$ cat src/rtl/vetris_pkg.sv
// Shared types for the board special-instruction path: op encodings and sequencer states.
package vetris_pkg;

    localparam int unsigned RF_AW = 5;
    localparam int unsigned RF_DW = 32;
    localparam logic [RF_AW-1:0] LINE_STATUS_REG = 5'd9;

    typedef enum logic [1:0] {
        OP_GET_ROW    = 2'b00,
        OP_SEND_ROW   = 2'b01,
        OP_LINE_CHECK = 2'b10,
        OP_RSVD       = 2'b11
    } op_type_e;

    // Also consumed by hazard_detection to decide when to stall.
    typedef enum logic [2:0] {
        IDLE,
        GET_RD,
        GET_WB,
        SEND,
        SCAN,
        LS_WB
    } state_e;

endpackage

$ cat src/rtl/board_row_ctrl_if.sv
// Bundle of EX request, board RAM and register-file write signals around board_row_ctrl.
interface board_row_ctrl_if
    import vetris_pkg::*;
#(
    parameter int unsigned ADDR_W = 5,
    parameter int unsigned ROW_W  = 32
);
    logic              op_valid;
    op_type_e          op_type;
    logic [ADDR_W-1:0] op_row;
    logic [ROW_W-1:0]  op_wdata;
    logic [RF_AW-1:0]  op_rd;
    logic              busy;
    logic              done;
    logic [ADDR_W-1:0] mem_addr;
    logic              mem_re;
    logic              mem_we;
    logic [ROW_W-1:0]  mem_wdata;
    logic [ROW_W-1:0]  mem_rdata;
    logic              rf_we;
    logic [RF_AW-1:0]  rf_waddr;
    logic [RF_DW-1:0]  rf_wdata;

    modport master (
        input  op_valid, op_type, op_row, op_wdata, op_rd, mem_rdata,
        output busy, done, mem_addr, mem_re, mem_we, mem_wdata, rf_we, rf_waddr, rf_wdata
    );

    modport slave (
        output op_valid, op_type, op_row, op_wdata, op_rd, mem_rdata,
        input  busy, done, mem_addr, mem_re, mem_we, mem_wdata, rf_we, rf_waddr, rf_wdata
    );
endinterface

$ cat src/rtl/row_full_scanner.sv
// Row index counter plus one-cycle-late full-row compare that accumulates the lineCheck bitmap.
module row_full_scanner #(
    parameter int unsigned     ROWS      = 20,
    parameter int unsigned     ROW_W     = 32,
    parameter int unsigned     ADDR_W    = 5,
    parameter logic [ROW_W-1:0] FULL_MASK = ROW_W'(32'h0000_03FF)
) (
    input  logic             clk,
    input  logic             rst_n,
    input  logic             start,
    input  logic [ROW_W-1:0] rdata,
    output logic [ROWS-1:0]  bitmap,
    output logic             last
);
    localparam logic [ADDR_W-1:0] LAST_IDX = ADDR_W'(ROWS - 1);

    logic              reading;
    logic              cmp_vld;
    logic [ADDR_W-1:0] rd_idx;
    logic [ADDR_W-1:0] cmp_idx;
    logic [ROWS-1:0]   acc;
    logic              row_full;

    assign row_full = &(rdata | ~FULL_MASK);
    assign last     = reading && (rd_idx == LAST_IDX);

    always_ff @(posedge clk) begin
        if (!rst_n) begin
            reading <= 1'b0;
            cmp_vld <= 1'b0;
            rd_idx  <= '0;
            cmp_idx <= '0;
            acc     <= '0;
        end else begin
            cmp_vld <= reading;
            cmp_idx <= rd_idx;
            if (cmp_vld) acc[cmp_idx] <= row_full;
            if (start) begin
                reading <= 1'b1;
                rd_idx  <= '0;
                acc     <= '0;
            end else if (reading) begin
                if (rd_idx == LAST_IDX) reading <= 1'b0;
                else                    rd_idx  <= rd_idx + ADDR_W'(1);
            end
        end
    end

    // The final row's data arrives in the write-back cycle, so fold it in combinationally.
    always_comb begin
        bitmap = acc;
        if (cmp_vld) bitmap[cmp_idx] = row_full;
    end
endmodule

$ cat src/rtl/board_row_ctrl.sv
// Multi-cycle sequencer for getRow / sendRow / lineCheck; owns board RAM and writes results to the RF.
module board_row_ctrl
    import vetris_pkg::*;
#(
    parameter int unsigned      ROWS      = 20,
    parameter int unsigned      ROW_W     = 32,
    parameter int unsigned      ADDR_W    = 5,
    parameter logic [ROW_W-1:0] FULL_MASK = ROW_W'(32'h0000_03FF)
) (
    input  logic             clk,
    input  logic             rst_n,
    board_row_ctrl_if.master bus
);
    localparam logic [ADDR_W:0] ROWS_L = (ADDR_W + 1)'(ROWS);

    state_e            state, state_nxt;
    logic              busy_q, busy_nxt;
    logic              done_q, done_nxt;
    logic              mem_re_q, mem_re_nxt;
    logic              mem_we_q, mem_we_nxt;
    logic [ADDR_W-1:0] mem_addr_q, mem_addr_nxt;
    logic [ROW_W-1:0]  mem_wdata_q, mem_wdata_nxt;
    logic              rf_we_q, rf_we_nxt;
    logic [RF_AW-1:0]  rf_waddr_q, rf_waddr_nxt;
    logic [RF_AW-1:0]  op_rd_q, op_rd_nxt;
    logic              row_ok_q, row_ok_nxt;

    logic              accept;
    logic              row_in_range;
    logic              scan_start;
    logic              scan_last;
    logic [ROWS-1:0]   scan_bitmap;
    logic [RF_DW-1:0]  rf_wdata_c;

    assign accept       = bus.op_valid && (state == IDLE) && (bus.op_type != OP_RSVD);
    assign row_in_range = {1'b0, bus.op_row} < ROWS_L;
    assign scan_start   = accept && (bus.op_type == OP_LINE_CHECK);

    row_full_scanner #(
        .ROWS      (ROWS),
        .ROW_W     (ROW_W),
        .ADDR_W    (ADDR_W),
        .FULL_MASK (FULL_MASK)
    ) u_scanner (
        .clk    (clk),
        .rst_n  (rst_n),
        .start  (scan_start),
        .rdata  (bus.mem_rdata),
        .bitmap (scan_bitmap),
        .last   (scan_last)
    );

    always_ff @(posedge clk) begin
        if (!rst_n) begin
            state       <= IDLE;
            busy_q      <= 1'b0;
            done_q      <= 1'b0;
            mem_re_q    <= 1'b0;
            mem_we_q    <= 1'b0;
            mem_addr_q  <= '0;
            mem_wdata_q <= '0;
            rf_we_q     <= 1'b0;
            rf_waddr_q  <= '0;
            op_rd_q     <= '0;
            row_ok_q    <= 1'b0;
        end else begin
            state       <= state_nxt;
            busy_q      <= busy_nxt;
            done_q      <= done_nxt;
            mem_re_q    <= mem_re_nxt;
            mem_we_q    <= mem_we_nxt;
            mem_addr_q  <= mem_addr_nxt;
            mem_wdata_q <= mem_wdata_nxt;
            rf_we_q     <= rf_we_nxt;
            rf_waddr_q  <= rf_waddr_nxt;
            op_rd_q     <= op_rd_nxt;
            row_ok_q    <= row_ok_nxt;
        end
    end

    // Next state and next values of every registered output.
    always_comb begin
        state_nxt     = state;
        done_nxt      = 1'b0;
        mem_re_nxt    = 1'b0;
        mem_we_nxt    = 1'b0;
        mem_addr_nxt  = '0;
        mem_wdata_nxt = '0;
        rf_we_nxt     = 1'b0;
        rf_waddr_nxt  = '0;
        op_rd_nxt     = op_rd_q;
        row_ok_nxt    = row_ok_q;

        unique case (state)
            IDLE: begin
                if (accept) begin
                    op_rd_nxt  = bus.op_rd;
                    row_ok_nxt = row_in_range;
                    case (bus.op_type)
                        OP_GET_ROW: begin
                            state_nxt    = GET_RD;
                            mem_re_nxt   = row_in_range;
                            mem_addr_nxt = bus.op_row;
                        end
                        OP_SEND_ROW: begin
                            state_nxt     = SEND;
                            mem_we_nxt    = row_in_range;
                            mem_addr_nxt  = bus.op_row;
                            mem_wdata_nxt = bus.op_wdata;
                            done_nxt      = 1'b1;
                        end
                        OP_LINE_CHECK: begin
                            state_nxt    = SCAN;
                            mem_re_nxt   = 1'b1;
                            mem_addr_nxt = '0;
                        end
                        default: state_nxt = IDLE;
                    endcase
                end
            end
            GET_RD: begin
                state_nxt    = GET_WB;
                rf_we_nxt    = (op_rd_q != '0);
                rf_waddr_nxt = op_rd_q;
                done_nxt     = 1'b1;
            end
            SCAN: begin
                if (scan_last) begin
                    state_nxt    = LS_WB;
                    rf_we_nxt    = 1'b1;
                    rf_waddr_nxt = LINE_STATUS_REG;
                    done_nxt     = 1'b1;
                end else begin
                    mem_re_nxt   = 1'b1;
                    mem_addr_nxt = mem_addr_q + ADDR_W'(1);
                end
            end
            GET_WB, SEND, LS_WB: state_nxt = IDLE;
            default:             state_nxt = IDLE;
        endcase

        busy_nxt = (state_nxt != IDLE);
    end

    // Write-back data is only known in the write-back cycle itself (RAM read latency).
    always_comb begin
        rf_wdata_c = '0;
        if (state == GET_WB && row_ok_q) rf_wdata_c = RF_DW'(bus.mem_rdata);
        else if (state == LS_WB)         rf_wdata_c = RF_DW'(scan_bitmap);
    end

    assign bus.busy      = busy_q;
    assign bus.done      = done_q;
    assign bus.mem_re    = mem_re_q;
    assign bus.mem_we    = mem_we_q;
    assign bus.mem_addr  = mem_addr_q;
    assign bus.mem_wdata = mem_wdata_q;
    assign bus.rf_we     = rf_we_q;
    assign bus.rf_waddr  = rf_waddr_q;
    assign bus.rf_wdata  = rf_wdata_c;
endmodule

$ cat src/flat_wrapper.sv
// flat-port wrapper written by rule: the top's interface ports become plain ports
module board_row_ctrl_flat import vetris_pkg::*;
#(
    parameter int unsigned      ROWS      = 20,
    parameter int unsigned      ROW_W     = 32,
    parameter int unsigned      ADDR_W    = 5,
    parameter logic [ROW_W-1:0] FULL_MASK = ROW_W'(32'h0000_03FF)
)
  (clk, rst_n, bus_op_valid, bus_op_type, bus_op_row, bus_op_wdata, bus_op_rd, bus_mem_rdata, bus_busy, bus_done, bus_mem_addr, bus_mem_re, bus_mem_we, bus_mem_wdata, bus_rf_we, bus_rf_waddr, bus_rf_wdata);
  board_row_ctrl_if #(.ADDR_W(ADDR_W), .ROW_W(ROW_W)) bus_i ();
  input  logic clk;
  input  logic rst_n;
  input wire logic [$bits(bus_i.op_valid)-1:0] bus_op_valid;
  input wire logic [$bits(bus_i.op_type)-1:0] bus_op_type;
  input wire logic [$bits(bus_i.op_row)-1:0] bus_op_row;
  input wire logic [$bits(bus_i.op_wdata)-1:0] bus_op_wdata;
  input wire logic [$bits(bus_i.op_rd)-1:0] bus_op_rd;
  input wire logic [$bits(bus_i.mem_rdata)-1:0] bus_mem_rdata;
  output wire logic [$bits(bus_i.busy)-1:0] bus_busy;
  output wire logic [$bits(bus_i.done)-1:0] bus_done;
  output wire logic [$bits(bus_i.mem_addr)-1:0] bus_mem_addr;
  output wire logic [$bits(bus_i.mem_re)-1:0] bus_mem_re;
  output wire logic [$bits(bus_i.mem_we)-1:0] bus_mem_we;
  output wire logic [$bits(bus_i.mem_wdata)-1:0] bus_mem_wdata;
  output wire logic [$bits(bus_i.rf_we)-1:0] bus_rf_we;
  output wire logic [$bits(bus_i.rf_waddr)-1:0] bus_rf_waddr;
  output wire logic [$bits(bus_i.rf_wdata)-1:0] bus_rf_wdata;
  assign bus_i.op_valid = bus_op_valid;
  assign bus_i.op_type = bus_op_type;
  assign bus_i.op_row = bus_op_row;
  assign bus_i.op_wdata = bus_op_wdata;
  assign bus_i.op_rd = bus_op_rd;
  assign bus_i.mem_rdata = bus_mem_rdata;
  assign bus_busy = bus_i.busy;
  assign bus_done = bus_i.done;
  assign bus_mem_addr = bus_i.mem_addr;
  assign bus_mem_re = bus_i.mem_re;
  assign bus_mem_we = bus_i.mem_we;
  assign bus_mem_wdata = bus_i.mem_wdata;
  assign bus_rf_we = bus_i.rf_we;
  assign bus_rf_waddr = bus_i.rf_waddr;
  assign bus_rf_wdata = bus_i.rf_wdata;
  board_row_ctrl #(.ROWS(ROWS), .ROW_W(ROW_W), .ADDR_W(ADDR_W), .FULL_MASK(FULL_MASK)) u_core (.clk(clk), .rst_n(rst_n), .bus(bus_i));
endmodule
$ cat config.mk
export PLATFORM = sky130hd
export DESIGN_NAME = board_row_ctrl_flat
export DESIGN_NICKNAME = d
export VERILOG_FILES = /design/src/rtl/vetris_pkg.sv /design/src/rtl/board_row_ctrl_if.sv /design/src/rtl/row_full_scanner.sv /design/src/rtl/board_row_ctrl.sv /design/src/flat_wrapper.sv
export SDC_FILE = /design/constraint.sdc
export NUM_CORES = 1
export LEC_CHECK = 0
export BUFFER_PORTS_ARGS = -buffer_cell sky130_fd_sc_hd__buf_2
export CAP_MARGIN = 20
export CORE_UTILIZATION = 29
export CTS_CLUSTER_DIAMETER = 40
export DETAILED_ROUTE_END_ITERATION = 6
export GPL_TIMING_DRIVEN = 0
export PLACE_DENSITY = 0.54
export SYNTH_ARGS = -nofsm -noshare
export SYNTH_HDL_FRONTEND = slang
export SYNTH_SLANG_ARGS = --single-unit
export TNS_END_PERCENT = 100
$ cat constraint.sdc
create_clock -name clk -period 1.74 [get_ports clk]
set_clock_uncertainty 0.15 [all_clocks]
set_input_delay 0.348 -clock clk [delete_from_list [all_inputs] [get_ports clk]]
set_output_delay 0.348 -clock clk [all_outputs]
set_load 0.02 [all_outputs]
==> flow_summary.json, run 1 <==
{
  "status": "complete, but fails checks",
  "violations": "negative setup slack",
  "drt_pass1_iterations": 4,
  "portBuffers": 157,
  "reg2reg_from": "u_core.state[0]$_SDFF_PN0_",
  "cts_buffers": 9,
  "slew_headroom": 0.644,
  "grt_first_pass_wirelength_mm": 15.4,
  "grt_usage": 0.153,
  "routedWlPerCell_um": 13.8,
  "cp-startpoint": "u_core.u_scanner.cmp_idx[2]$_SDFF_PN0_",
  "rows": 39,
  "diodes": 0,
  "routed_wl_mm": 9.93,
  "die-area_mm2": 0.0122,
  "clock_latency_ns": 0.33,
  "dp_cells": 666,
  "cap_violations": 0,
  "via_per_inst": 4.81,
  "crit_type": "flop to output port",
  "worstPathCellList": "nor3b_4, nand2_2, a32oi_1, o21ai_1, buf_4",
  "clockRootBuffer": "clkbuf_16",
  "post-synth-top-area-cell": "dfxtp_1",
  "cts_tree": "yes",
  "clkTransAtPathRegs_ns": 0.06,
  "drv_slew": 0,
  "ys_seq_area_frac": 0.517,
  "rrSetupSlack_ns": -0.12,
  "p_leak_uw": 0.00245,
  "coreArea_mm2": 0.0114,
  "grt_overflow": 0,
  "fin_crit_ns": 2.16,
  "syn_to_final_growth_pct": 61.3,
  "yosys_warnings": 0,
  "grt_pass1_vias": 3328,
  "synthTopCellsByArea": "dfxtp_1, and2_1, o21ai_0",
  "pwr_density_cell_mw_per_mm2": 775,
  "worstMarginPinSlew_ns": 0.528,
  "slowest_stage": "dfxtp_4",
  "cp_slowest_stage_delay_ns": 0.40,
  "setup_viol": 69,
  "crit_arrival_ns": 1.66,
  "synth_seq_cells": 88,
  "finalHoldViolCount": 0,
  "peakVddDrop_mv": 0.454,
  "min_period_over_period": 1.24,
  "stdcell_count": 721,
  "die_w_um": 110,
  "hold_depth": 2,
  "required_ns": 1.24,
  "worstHoldPathType": "input port to flop",
  "design_area_mm2": 0.00550,
  "dieHeight_um": 110,
  "first_iter_violations": 151,
  "syn_avg_cell_area_um2": 9.31,
  "worst_r2r_path_depth": 7,
  "syn_area_mm2": 0.00341,
  "vias": 3466,
  "final_nets": 654,
  "remaining_drc_errors": 0,
  "worst-path-max-fanout": 5,
  "grt_max_degree": 16,
  "synth_cells": 366,
  "grt_setup_unrepaired": "yes",
  "drive_gt1_frac": 0.538,
  "cts_sinks": 88,
  "synth_fp_nets": 447,
  "rr_endpoint": "u_core.bus.busy$_SDFF_PN0_",
  "hpwl_mm": 6.85,
  "ioPinCount": 158,
  "gp_congestion": 0.809,
  "end_kind": "output port",
  "htree_num_levels": 3,
  "drtAntennaViolNets": 0,
  "cts.path.max_buffers": 2,
  "synth_top_area_share": 0.517,
  "placed_cell_area_mm2": 0.00438,
  "worst_slack_ns": -0.419,
  "max_freq_ghz": 0.463,
  "synth_cell_types": 38,
  "cp-start-kind": "flop",
  "antenna_found_initial": 0,
  "hold_start": "bus_op_wdata[22]",
  "start_util": 0.298,
  "hold_end": "u_core.bus.mem_wdata[22]$_SDFF_PN0_"
}
==> cell usage after synthesis <==
cell / number
a211oi_1: 2
a21boi_0: 6
a21boi_1: 1
a21oi_1: 6
a22o_1: 3
a32oi_1: 20
and2_1: 51
and3_1: 4
and3b_1: 3
and4bb_1: 1
buf_2: 5
clkbuf_1: 12
dfxtp_1: 88
ha_1: 2
inv_1: 3
mux2i_1: 1
nand2_1: 38
nand2b_1: 2
nand3_1: 29
nand4_1: 4
nor2_1: 8
nor2b_1: 4
nor3_1: 3
nor3b_1: 5
nor3b_2: 1
nor4b_2: 1
nor4b_4: 1
o211a_1: 1
o211ai_1: 1
o21ai_0: 45
o21ai_2: 1
o2bb2ai_1: 1
or3_1: 3
or3b_1: 1
or3b_2: 1
or4_1: 2
xnor2_1: 3
xor2_1: 3
==> worst max path at each step <==
| stage | end | slack, ns | cells after the start |
|---|---|---|---|
| CTS | bus_rf_wdata[2] | -0.39 | 5 |
| global placement | bus_rf_wdata[6] | -0.46 | 7 |
| global route | bus_rf_wdata[4] | -0.47 | 5 |
| detailed placement | bus_rf_wdata[6] | -0.46 | 7 |
| finish | bus_rf_wdata[4] | -0.42 | 5 |
| floorplan | bus_rf_wdata[0] | -0.03 | 5 |
==> repair_timing <==
| action | CTS | global route |
|---|---|---|
| gates cloned | 2 | 5 |
| buffers inserted | 23 | 9 |
| setup endpoints to repair | 89 | 110 |
| pin swaps | 24 | 44 |
| hold buffers | 0 | 0 |
| endpoints found under the hold margin | 0 | 0 |
| resized for setup | 90 | 105 |
==> cell type report <==
class	instances	area, µm²
Buffer	17	150
Clock buffer	10	239
Clock inverter	6	45.0
Fill cell	1140	5920
Inverter	3	11.3
Multi-Input combinational cell	258	1830
Sequential cell	88	1790
Tap cell	143	179
Timing Repair Buffer	196	1250
==> kinds of logic after synthesis <==
logic type | Yosys count | share of synthesized area
adder cells (fa/ha/maj) | 2 | 0.00734
AND/OR/NAND/NOR | 162 | 0.269
flip-flops | 88 | 0.517
buffers and inverters | 20 | 0.0239
AO/OA/AOI/OAI | 87 | 0.164
multiplexers | 1 | 0.00294
XOR/XNOR | 6 | 0.0154
==> critical path, delay by kind of cell (launching register included) <==
family / cells / cell delay (ns)
and+or+nand+nor: 2 / 0.47
AOI/OAI and AO/OA: 2 / 0.31
DFF: 1 / 0.40
buffers and inverters: 1 / 0.17
==> state kept, by name, indices dropped and copies added (netlist names) <==
| name | flops |
|---|---|
| u_core.bus.mem_wdata | 32 |
| u_core.u_scanner.acc | 20 |
| u_core.bus.mem_addr | 5 |
| u_core.bus.rf_waddr | 5 |
| u_core.op_rd_q | 5 |
| u_core.u_scanner.cmp_idx | 5 |
| u_core.u_scanner.rd_idx | 5 |
| u_core.state | 3 |
| u_core.bus.busy | 1 |
| u_core.bus.done | 1 |
| u_core.bus.mem_re | 1 |
| u_core.bus.mem_we | 1 |
| u_core.bus.rf_we | 1 |
| u_core.row_ok_q | 1 |
| u_core.u_scanner.cmp_vld | 1 |
| u_core.u_scanner.reading | 1 |
==> metrics by stage <==
| stage | setup slack (ns) | hold WS, ns | utilization | total power, µW | setup TNS [ns] |
|---|---|---|---|---|---|
| 2_1_floorplan | -0.0302 | 0.294 | - | 2290 | -0.604 |
| 3_3_place_gp | -0.464 | 0.308 | 0.383 | 2440 | -16.54 |
| 3_5_place_dp | -0.457 | 0.312 | 0.383 | 2450 | -17.92 |
| 4_1_cts | -0.387 | 0.0484 | 0.447 | 4270 | -20.26 |
| 5_1_grt | -0.474 | 0.0573 | 0.482 | 4450 | -18.63 |
| 6_report | -0.419 | 0.0650 | 0.482 | 4260 | -13.14 |
==> cell usage in the layout (no fill, tap or decap), types with 20 or more instances in the layout <==
master	instances
and2_1	27
nand2_2	20
o21ai_0	24
and2_4	24
buf_4	46
a32oi_1	20
dfxtp_1	79
buf_2	127
nand3_1	29
buf_6	29
==> layer usage <==
metal  track usage  vias up  wire, µm
met2         0.245      118      4820
met5             0        -         0
met4        0.0667        0       114
met1         0.191     1620      4310
met3        0.0428       10       687
li1              -     1718         -
==> power by group <==
group | total (µW) | internal (µW) | switching [µW]
Sequential | 2080 | 2050 | 27.1
Clock | 1780 | 1010 | 776
Combinational | 399 | 196 | 203
No activity file was read; power rests on OpenSTA's default activity.
==> run 2, diff against run 1 <==
CORE_ASPECT_RATIO = 1.1   (was default)
==> flow_summary.json, run 2 (synthesized netlist as in run 1, its figures left out) <==
{
  "hold_end": "u_core.bus.mem_wdata[11]$_SDFF_PN0_",
  "die-area_mm2": 0.0122,
  "setup_viol": 93,
  "crit_type": "flop to output port",
  "p_int_uw": 3550,
  "layout_commonest_cell": "buf_2",
  "worst-path-max-fanout": 4,
  "worstPathCellList": "and3b_2, buf_12, nand2_2, a32oi_1, o21ai_1, buf_4",
  "ioPinCount": 158,
  "grt_pass1_vias": 3277,
  "die_w_um": 105,
  "p_comb_frac": 0.091,
  "drv_slew": 0,
  "status": "complete, but fails checks",
  "cts.path.max_buffers": 2,
  "grt_first_pass_wirelength_mm": 15.1,
  "max_freq_ghz": 0.463,
  "crit_arrival_ns": 1.66,
  "switching_share": 0.237,
  "p_leak_uw": 0.00259,
  "worst_slack_ns": -0.420,
  "finalSetupTns_ns": -23.41,
  "worstHoldPathType": "input port to flop",
  "n_fill_cell": 1057,
  "cap_violations": 0,
  "cp-start-kind": "flop",
  "drive_gt1_frac": 0.536,
  "holdBufCountCts": 0,
  "grt_setup_unrepaired": "yes",
  "min_period_over_period": 1.24,
  "rrSetupSlack_ns": -0.28,
  "layout.area.seq_mm2": 0.00179,
  "gp_congestion": 0.808,
  "violations": "negative setup slack",
  "power_frac_seq": 0.449,
  "cts_sinks": 88,
  "grt_overflow": 0,
  "final_nets": 656,
  "finalHoldViolCount": 0,
  "cp_num_buf_inv": 2,
  "clkTransAtPathRegs_ns": 0.07,
  "drtAntennaViolNets": 0,
  "largest_reg_flops": 32,
  "cpLargestDelayFamily": "simple AND/OR/NAND/NOR gates",
  "rows": 41,
  "worst_r2r_path_depth": 7,
  "clockRootBuffer": "clkbuf_16",
  "power_frac_clock": 0.461,
  "hold_depth": 2,
  "hpwl_mm": 7.10,
  "grt_max_degree": 18,
  "routedWlPerCell_um": 14.4,
  "vias": 3513,
  "slew_headroom": 0.610,
  "pwr_density_cell_mw_per_mm2": 820,
  "multi_input_area_mm2": 0.00188,
  "cp_slowest_stage_delay_ns": 0.35,
  "first_iter_violations": 144,
  "clock_latency_ns": 0.34,
  "worstMarginPinSlew_ns": 0.578,
  "power_switching_uw": 1100,
  "dieHeight_um": 116,
  "use_met1": 0.178,
  "grt_util_met3": 0.0647,
  "htree_num_levels": 3,
  "hold_start": "bus_op_wdata[11]",
  "end_kind": "output port",
  "dp_slack_ns": -0.428,
  "required_ns": 1.24,
  "diodes": 0,
  "rr_endpoint": "u_core.bus.mem_wdata[15]$_SDFF_PN0_",
  "start_util": 0.298,
  "via_per_inst": 4.81,
  "grt_usage": 0.158,
  "slowest_stage": "and3b_2",
  "antenna_found_initial": 0,
  "remaining_drc_errors": 0,
  "gr-usage-met2": 0.266,
  "syn_to_final_growth_pct": 66.3,
  "portBuffers": 157,
  "fin_crit_ns": 2.16,
  "mostFrequentLayoutCells": "buf_2, dfxtp_1, buf_4, and2_1, buf_6",
  "cts_tree": "yes",
  "drt_pass1_iterations": 4,
  "coreArea_mm2": 0.0114,
  "peakVddDrop_mv": 0.569,
  "fin_total_pwr_uw": 4650,
  "cts_buffers": 9,
  "routed_wl_mm": 10.5,
  "busiest_layer": "met2",
  "reg2reg_from": "u_core.state[0]$_SDFF_PN0_"
}
run 2: cell types whose count changed in the layout (fill, tap and decap cells not counted), moves of 4 or more:
cell,before,now
and2_4,24,12
and2_1,27,39
a21boi_0,6,1
nand2_4,1,6
nand3_1,29,25
o21ai_0,24,14
o21ai_1,19,28
run 2: metal layers:
layer  routed length, µm  up-vias  share of wire
li1                    -     1728              -
met1                4250     1616           0.41
met2                5160      153           0.49
met3                 869       16          0.083
met4                 205        0          0.020
met5                   0        -              0
run 2: timing repair:
| item | in CTS | in global routing |
|---|---|---|
| setup endpoints to repair | 89 | 105 |
| pin swaps | 12 | 38 |
| gates cloned | 2 | 6 |
| gates resized for setup | 81 | 147 |
| setup buffers | 18 | 15 |
run 2: power groups by stage:
stage          clock network [µW]  logic [µW]  registers (µW)
4_1_cts                      2190         344            2080
5_1_grt                      2290         455            2090
2_1_floorplan                   0         128            2160
3_5_place_dp                    0         318            2130
6_report                     2140         422            2090
3_3_place_gp                    0         313            2130
run 2: how the worst max path moves through the flow:
stage	slack (ns)	cells past startpoint	endpoint	start
final	-0.42	6	bus_rf_wdata[10]	u_core.u_scanner.cmp_idx[0]$_SDFF_PN0_
after global routing	-0.52	5	bus_rf_wdata[9]	u_core.u_scanner.cmp_idx[3]$_SDFF_PN0_
after CTS	-0.39	5	bus_rf_wdata[2]	u_core.u_scanner.cmp_idx[3]$_SDFF_PN0_
after detailed placement	-0.43	5	bus_rf_wdata[16]	u_core.u_scanner.cmp_vld$_SDFF_PN0_
after global placement	-0.45	5	bus_rf_wdata[4]	u_core.u_scanner.cmp_vld$_SDFF_PN0_
after floorplan	-0.03	5	bus_rf_wdata[0]	u_core.state[0]$_SDFF_PN0_
run 2: through the flow:
| stage | hold WS, ns | cell area [µm²] | std cells | util |
|---|---|---|---|---|
| global placement | 0.307 | 4390 | 673 | 0.383 |
| detailed placement | 0.316 | 4390 | 673 | 0.383 |
| global route | 0.0350 | 5670 | 730 | 0.495 |
| floorplan | 0.294 | 3410 | 366 | - |
| finish | 0.0439 | 5670 | 730 | 0.495 |
| CTS | 0.0357 | 5100 | 709 | 0.446 |
run 2: cell type report:
cell class              count  area share
clock inverters             7      0.0196
inverters                   3     0.00199
plain buffers              17      0.0318
clock buffers               9      0.0397
flip-flops and latches     88       0.315
well taps                 150      0.0331
multi-input cells         258       0.332
repair buffers            198       0.226
==> run 3, diff against run 2 <==
CORE_UTILIZATION = 46   (was 29)
PLACE_DENSITY = 0.79   (was 0.54)
==> flow_summary.json, run 3 (synthesized netlist as in run 1, its figures left out) <==
{
  "layout_commonest_cell": "buf_2",
  "routed_wl_mm": 10.9,
  "whs_ns": 0.0504,
  "drtAntennaViolNets": 0,
  "cts_tree": "yes",
  "grt_first_pass_wirelength_mm": 15.2,
  "grt_setup_unrepaired": "yes",
  "die_w_um": 84.1,
  "cap_violations": 0,
  "start_util": 0.481,
  "drt_pass1_iterations": 7,
  "grt_pass1_vias": 3406,
  "gp_congestion": 0.858,
  "rows": 32,
  "stdcell_count": 666,
  "worst_slack_ns": -0.541,
  "dp_cells": 608,
  "worst-path-max-fanout": 5,
  "setup_viol": 80,
  "clockRootBuffer": "clkbuf_8",
  "vias": 3690,
  "status": "complete, but fails checks",
  "clkTransAtPathRegs_ns": 0.08,
  "worstHoldPathType": "input port to flop",
  "die-area_mm2": 0.00776,
  "finalSetupTns_ns": -13.41,
  "syn_to_final_growth_pct": 60.1,
  "first_iter_violations": 178,
  "worstPathCellList": "buf_6, nor3_4, nand2_1, a32oi_1, o21ai_1, buf_2",
  "finalHoldViolCount": 0,
  "via_per_inst": 5.54,
  "routedWlPerCell_um": 16.4,
  "drv_slew": 0,
  "cts.path.max_buffers": 2,
  "drive_gt1_frac": 0.554,
  "crit_arrival_ns": 1.78,
  "cp-start-kind": "flop",
  "cts_sinks": 88,
  "cp_slowest_stage_delay_ns": 0.38,
  "portBuffers": 157,
  "crit_type": "flop to output port",
  "holdBufCountCts": 0,
  "dp_slack_ns": -0.395,
  "cts_buffers": 9,
  "grt_overflow": 0,
  "coreArea_mm2": 0.00709,
  "min_period_over_period": 1.31,
  "violations": "design-rule violations, negative setup slack",
  "p_leak_uw": 0.00249,
  "dieHeight_um": 92.3,
  "end_kind": "output port",
  "required_ns": 1.24,
  "htree_num_levels": 3,
  "max_freq_ghz": 0.438,
  "clock_latency_ns": 0.34,
  "final_nets": 657,
  "slowest_stage": "dfxtp_4",
  "largest_reg_flops": 32,
  "peakVddDrop_mv": 0.634,
  "remaining_drc_errors": 19,
  "grt_usage": 0.245,
  "worstMarginPinSlew_ns": 0.585,
  "ioPinCount": 158,
  "antenna_found_initial": 0,
  "hpwl_mm": 6.34,
  "grt_max_degree": 15,
  "slew_headroom": 0.609,
  "n_fill_cell": 464,
  "mostFrequentLayoutCells": "buf_2, dfxtp_1, buf_4, buf_6, o21ai_1",
  "pwr_density_cell_mw_per_mm2": 717,
  "diodes": 0,
  "fin_crit_ns": 2.28
}
run 3: cell types whose count changed in the layout (fill, tap and decap cells not counted), moves of 3 or more:
cell       change
o21ai_0        -3
and2_1        -15
and2_4        +15
buf_12         -3
a21boi_2       -4
buf_4          -4
clkbuf_8      +13
a21boi_0       +5
nand2_4        -3
clkbuf_16      -9
inv_6          -3
run 3: final timing paths:
path	start	to	slack, ns	depth (start not counted)
max	u_core.u_scanner.cmp_idx[2]$_SDFF_PN0_	bus_rf_wdata[2]	-0.54	6
min	bus_op_wdata[16]	u_core.bus.mem_wdata[16]$_SDFF_PN0_	0.05	2
max reg2reg	u_core.state[2]$_SDFF_PN0_	u_core.bus.busy$_SDFF_PN0_	-0.10	7
min reg2reg	u_core.u_scanner.acc[18]$_SDFF_PP0_	u_core.u_scanner.acc[18]$_SDFF_PP0_	0.32	2
run 3: per-layer routing:
metal | track usage | part of all wire | up-vias
li1 | - | - | 1722
met1 | 0.265 | 0.37 | 1713
met2 | 0.450 | 0.52 | 216
met3 | 0.0630 | 0.074 | 39
met4 | 0.102 | 0.033 | 0
met5 | 0 | 0 | -
run 3: what timing repair did:
item / 4_1_cts / 5_1_grt
hold endpoints to repair: 0 / 0
cloned: 4 / 5
gates resized for setup: 124 / 106
setup endpoints to repair: 89 / 108
setup buffers: 16 / 17
pin swaps: 19 / 42
run 3: power by group:
part / total (µW) / leakage [µW] / switching (µW) / internal [µW]
logic: 423 / 0.00168 / 215 / 209
clock network: 1410 / 0.0000993 / 706 / 702
registers: 2080 / 0.000718 / 30.2 / 2050
total: 3910 / 0.00249 / 950 / 2960
run 3: per-stage QoR:
stage | utilization | power, µW | cell area [µm²]
6_report | 0.770 | 3910 | 5460
5_1_grt | 0.770 | 4060 | 5460
3_3_place_gp | 0.607 | 2430 | 4300
2_1_floorplan | - | 2290 | 3410
4_1_cts | 0.708 | 3850 | 5020
3_5_place_dp | 0.607 | 2440 | 4300
run 3: critical path, delay by kind of cell, from the launching register on:
kind                   cells  cell delay (ns)
AO/OA/AOI/OAI              2             0.39
buffers and inverters      2             0.31
flip-flops                 1             0.38
AND/OR/NAND/NOR            2             0.37
run 3: layout make-up:
cell class | count | area, µm² | area share
timing repair buffer | 199 | 1270 | 0.232
tap | 85 | 106 | 0.0195
clock inverter | 5 | 56.3 | 0.0103
clock buffer | 11 | 141 | 0.0259
inverter | 3 | 11.3 | 0.00206
sequential | 88 | 1790 | 0.328
multi-input combinational | 258 | 1900 | 0.348
buffer | 17 | 189 | 0.0346
